<file path="config.mk">
export PLATFORM = sky130hd
export DESIGN_NAME = st7735_spi_tx
export DESIGN_NICKNAME = d
export VERILOG_FILES = /design/src/rtl/st7735_spi_tx.sv
export SDC_FILE = /design/constraint.sdc
export NUM_CORES = 1
export LEC_CHECK = 0
export CORE_ASPECT_RATIO = 0.8
export CORE_MARGIN = 3
export CORE_UTILIZATION = 57
export DETAILED_ROUTE_END_ITERATION = 12
export PLACE_DENSITY = 0.88
export SYNTH_ARGS = -nofsm -noshare
export SYNTH_HDL_FRONTEND = slang
export SYNTH_SLANG_ARGS = --single-unit
</file>
<file path="constraint.sdc">
create_clock -name SYSTEM_CLK -period 2.45 [get_ports SYSTEM_CLK]
set_input_delay 0.735 -clock SYSTEM_CLK [delete_from_list [all_inputs] [get_ports SYSTEM_CLK]]
set_output_delay 0.735 -clock SYSTEM_CLK [all_outputs]
set_load 0.1 [all_outputs]
</file>
<file path="src/rtl/st7735_spi_tx.sv">
// Write-only SPI byte transmitter for an ST7735 panel: mode 0, MSB first, with a
// registered D/C line and a chip select held low across back-to-back bytes.
module st7735_spi_tx #(
   parameter int CLK_DIV = 2,
   parameter int CS_HOLD = 4
) (
   input  logic       SYSTEM_CLK,
   input  logic       RESET_N,
   input  logic [7:0] TX_DATA,
   input  logic       TX_DC,
   input  logic       TX_VALID,
   output logic       TX_READY,
   output logic       BUSY,
   output logic       CS,
   output logic       MOSI,
   output logic       DC,
   output logic       LCD_CLK
);

   typedef enum logic [1:0] {S_IDLE, S_SHIFT, S_HOLD} state_t;

   localparam logic [7:0] HALF_LAST = 8'(CLK_DIV - 1);
   localparam logic [7:0] HOLD_LAST = 8'(CS_HOLD - 1);

   state_t     r_state;
   logic [7:0] r_shreg;
   logic [7:0] r_half;
   logic [2:0] r_bit;
   logic       r_cs;
   logic       r_busy;
   logic       r_mosi;
   logic       r_dc;
   logic       r_lclk;
   logic       w_xfer;

   assign TX_READY = RESET_N && (r_state != S_SHIFT);
   assign w_xfer   = TX_VALID && TX_READY;

   assign BUSY    = r_busy;
   assign CS      = r_cs;
   assign MOSI    = r_mosi;
   assign DC      = r_dc;
   assign LCD_CLK = r_lclk;

   // r_half counts half-periods while shifting and idle hold cycles in HOLD.
   always_ff @(posedge SYSTEM_CLK) begin
      if (!RESET_N) begin
         r_state <= S_IDLE;
         r_shreg <= 8'h00;
         r_half  <= 8'h00;
         r_bit   <= 3'd0;
         r_cs    <= 1'b1;
         r_busy  <= 1'b0;
         r_mosi  <= 1'b0;
         r_dc    <= 1'b0;
         r_lclk  <= 1'b0;
      end else begin
         case (r_state)
            S_IDLE, S_HOLD: begin
               if (w_xfer) begin
                  r_state <= S_SHIFT;
                  r_shreg <= TX_DATA;
                  r_dc    <= TX_DC;
                  r_cs    <= 1'b0;
                  r_busy  <= 1'b1;
                  r_mosi  <= TX_DATA[7];
                  r_lclk  <= 1'b0;
                  r_half  <= 8'h00;
                  r_bit   <= 3'd7;
               end else if (r_state == S_HOLD) begin
                  if (r_half == HOLD_LAST) begin
                     r_state <= S_IDLE;
                     r_cs    <= 1'b1;
                     r_busy  <= 1'b0;
                     r_half  <= 8'h00;
                  end else begin
                     r_half <= r_half + 8'h01;
                  end
               end
            end
            S_SHIFT: begin
               if (r_half != HALF_LAST) begin
                  r_half <= r_half + 8'h01;
               end else begin
                  r_half <= 8'h00;
                  if (!r_lclk) begin
                     r_lclk <= 1'b1;
                  end else begin
                     // Falling edge: advance to the next bit, or finish the byte.
                     r_lclk <= 1'b0;
                     if (r_bit == 3'd0) begin
                        r_state <= S_HOLD;
                     end else begin
                        r_bit   <= r_bit - 3'd1;
                        r_shreg <= {r_shreg[6:0], 1'b0};
                        r_mosi  <= r_shreg[6];
                     end
                  end
               end
            end
            default: begin
               r_state <= S_IDLE;
               r_cs    <= 1'b1;
               r_busy  <= 1'b0;
               r_lclk  <= 1'b0;
               r_half  <= 8'h00;
            end
         endcase
      end
   end

endmodule

</file>
==> impl_results.md <==
- Max stage delay on crit path: 0.56 ns
- Syn Nets: 148
- Total power: 852 uW
- Unique masters post-synth: 36
- CP Data Arrival Time: 1.61 ns
- Clock-pin slew on the worst setup and hold paths: 0.13 ns
- Chip width: 58.5 um
- Area leader, netlist: dfxtp_1
- Antenna violations before repair: 0
- CTS root buffer: clkbuf_4
- Average wire per standard cell: 13.5 um
- Placed cells: 171
- Routed Antenna Nets: 0
- Synth top area cells: dfxtp_1 (40%), mux2i_1 (7.2%), o31ai_1 (6.0%), xnor2_1 (4.2%), a21oi_1 (4.0%)
- Setup Buffers After CTS: 0
- Seq/Total Area, Yosys: 39.9%
- Core area: 0.00198 mm2
- Post-Route WL: 2.37 mm
- Worst hold path type: reg -> reg
- Sequential cell area: 500 um2
- Rows: 14
- CP max stage cell: dfxtp_1
- Final setup viols: 0
- Post-Syn Area: 0.00125 mm2
- Period utilization: 95.7%
- Fin. max-slew vios: 0
- Max Cap Violations: 0
- Fin cells: 175
- First-pass GRT wire length: 4.06 mm
- NumNets Final: 168
- Number of synthesized register bits: 25
- Post-synthesis cell count: 132
- Resized Gates After CTS: 0
- DP Wirelength: 1.79 mm
- Antenna diodes: 0
- CP cell instances: or2b_2, and2_2, buf_12
- Die area: 0.00280 mm2
- Final Hold Fails: 0
- H-tree depth: 1
- Remaining DRCs: 0
- Mean post-synth cell area: 9.51 um2
- Max Root-Sink Buffers: 2
- Unrepaired setup endpoints after global routing: false
- Drt initial violations: 36
- GRT Residual Overflow: 0
- Worst-margin pin slew: 0.553 ns
- GRT Overall Usage: 19.7%
- Final core occ: 73.8%
- Lkg Pwr: 0.000612 uW
- Minimum clock period: 2.34 ns
- IO Pins: 18
- Pin count of the biggest net entering global routing: 20
- Area growth, synth to finish: 16.5%
- Multi-input gate area: 676 um2
- Setup_tns: 0 ns
- Power Dens Cells: 583 mW/mm2
- CTS sink count: 25
- Drt via density: 5.74
- Peak supply drop: 0.511 mV
- Clk_lat worst skew: 0.33 ns
- WS Path Type: reg -> out
- GP Congestion: 0.804
- Critical path required time: 1.71 ns
- Hold-fix buffers, CTS: 0
- Yosys top cell area share: 39.9%
- Pre-Repair DR Iteration Count: 4
- CTS tree: yes
- Number of global-route vias before repair: 901
- Status: finished, final reports clean
- Vias: 1004
- Share of cells above drive strength 1: 13.9%
- Crit. End Element: output port
- F_max: 427 MHz
- Worst clock skew: 0.0105 ns
- Rel. slew slack: 62.9%
- Total CTS buffers: 3
- Starting Density: 63.4%
- Port Buffer Count: 17
- Yosys warnings: 0
- Largest fanout on the critical path: 11
- Chip height: 48.0 um
- FILL cells: 150
- Worst Setup Start Kind: flip-flop
## state kept, by name, summed over array words and instances (netlist names)
| signal | cells |
|---|---|
| BUSY | 1 |
| CS | 1 |
| DC | 1 |
| LCD_CLK | 1 |
| MOSI | 1 |
| r_bit | 3 |
| r_half | 8 |
| r_shreg | 7 |
| r_state | 2 |
## worst max-delay path, delay by kind of cell, from the launching register on
kind                   cells  cell delay, ns
buffers and inverters      1            0.16
flip-flops                 1            0.56
AND/OR/NAND/NOR            2            0.55
## synthesized netlist by cell type
cell and count:
buf_6 2, a211o_1 1, clkbuf_1 1, and2_1 2
and4bb_1 1, and3_2 1, buf_2 2, a21oi_1 10
nand2_1 4, inv_1 6, nor4_1 1, mux2i_1 9
o211ai_2 1, nor4bb_2 1, nor4_4 1, xnor2_1 6
ha_1 4, buf_4 1, clkbuf_8 1, o31ai_1 10
xor2_1 2, o21ai_0 2, nand3_1 3, nand4_1 3
or2_1 1, nor2_1 12, dfxtp_1 25, a31oi_1 3
or2b_2 1, o21a_1 2, a211oi_1 2, nor2b_1 5
nor4b_1 1, o211a_1 1, nor3_1 3, o221ai_1 1
## metrics by stage
step	instance area (um2)	setup slack, ns	hold slack (ns)
final	1460	0.106	0.485
after detailed placement	1430	0.102	0.456
after CTS	1460	0.122	0.487
after global routing	1460	0.0360	0.495
after global placement	1430	0.139	0.448
after floorplan	1260	0.0392	0.494
## report_power, final
group	leakage [uW]	internal [uW]	switching (uW)
Sequential	0.000205	432	21.8
Clock	0.0000177	61.4	122
Combinational	0.000390	85.6	129
Total	0.000612	579	273
## area by class of cell
| type | count | area share [%] |
|---|---|---|
| repair buffers | 22 | 14.0 |
| clock inverters | 1 | 0.342 |
| flip-flops and latches | 25 | 34.2 |
| inverters | 6 | 1.54 |
| well taps | 24 | 2.05 |
| clock buffers | 3 | 1.54 |
| multi-input cells | 94 | 46.2 |
## kinds of logic (layout without fill, tap and decap cells)
| kind of cell | count (synthesis) | count (layout) | synth area share (%) |
|---|---|---|---|
| fa+ha+maj | 4 | 4 | 3.99 |
| xor+xnor | 8 | 8 | 5.58 |
| compound gates | 33 | 33 | 17.8 |
| mux | 9 | 9 | 7.18 |
| simple gates | 40 | 40 | 19.1 |
| flops | 25 | 25 | 39.9 |
| buf+inv | 13 | 32 | 6.38 |
## final timing paths
| kind | depth (start not counted) | to | slack (ns) | start |
|---|---|---|---|---|
| max | 3 | TX_READY | 0.11 | r_state[0] |
| min | 1 | CS | 0.48 | CS |
| max reg2reg | 5 | r_shreg[5] | 0.59 | r_state[0] |
| min reg2reg | 1 | CS | 0.48 | CS |
## layer usage
layer  track usage [%]  vias to the layer above  wire length [um]
met5                 0                        -                 0
met4              6.94                        0                22
met3              5.66                        4               146
met2              31.0                       21               984
met1              26.1                      464              1220
li1                  -                      515                 -
## placed cells by master (no fill, tap or decap), types with 2 or more instances in the layout
cell type / count
buf_4: 10
nand2_1: 4
a211oi_1: 2
ha_1: 4
nand4_1: 3
dfxtp_1: 25
o31ai_1: 10
clkbuf_4: 3
nor2b_1: 5
clkdlybuf4s50_1: 11
xor2_1: 2
mux2i_1: 9
nor3_1: 3
a21oi_1: 10
nand3_1: 3
a31oi_1: 3
inv_1: 6
o21ai_0: 2
o21a_1: 2
nor2_1: 12
xnor2_1: 6
Note: power is estimated with default switching activity, not from simulation.
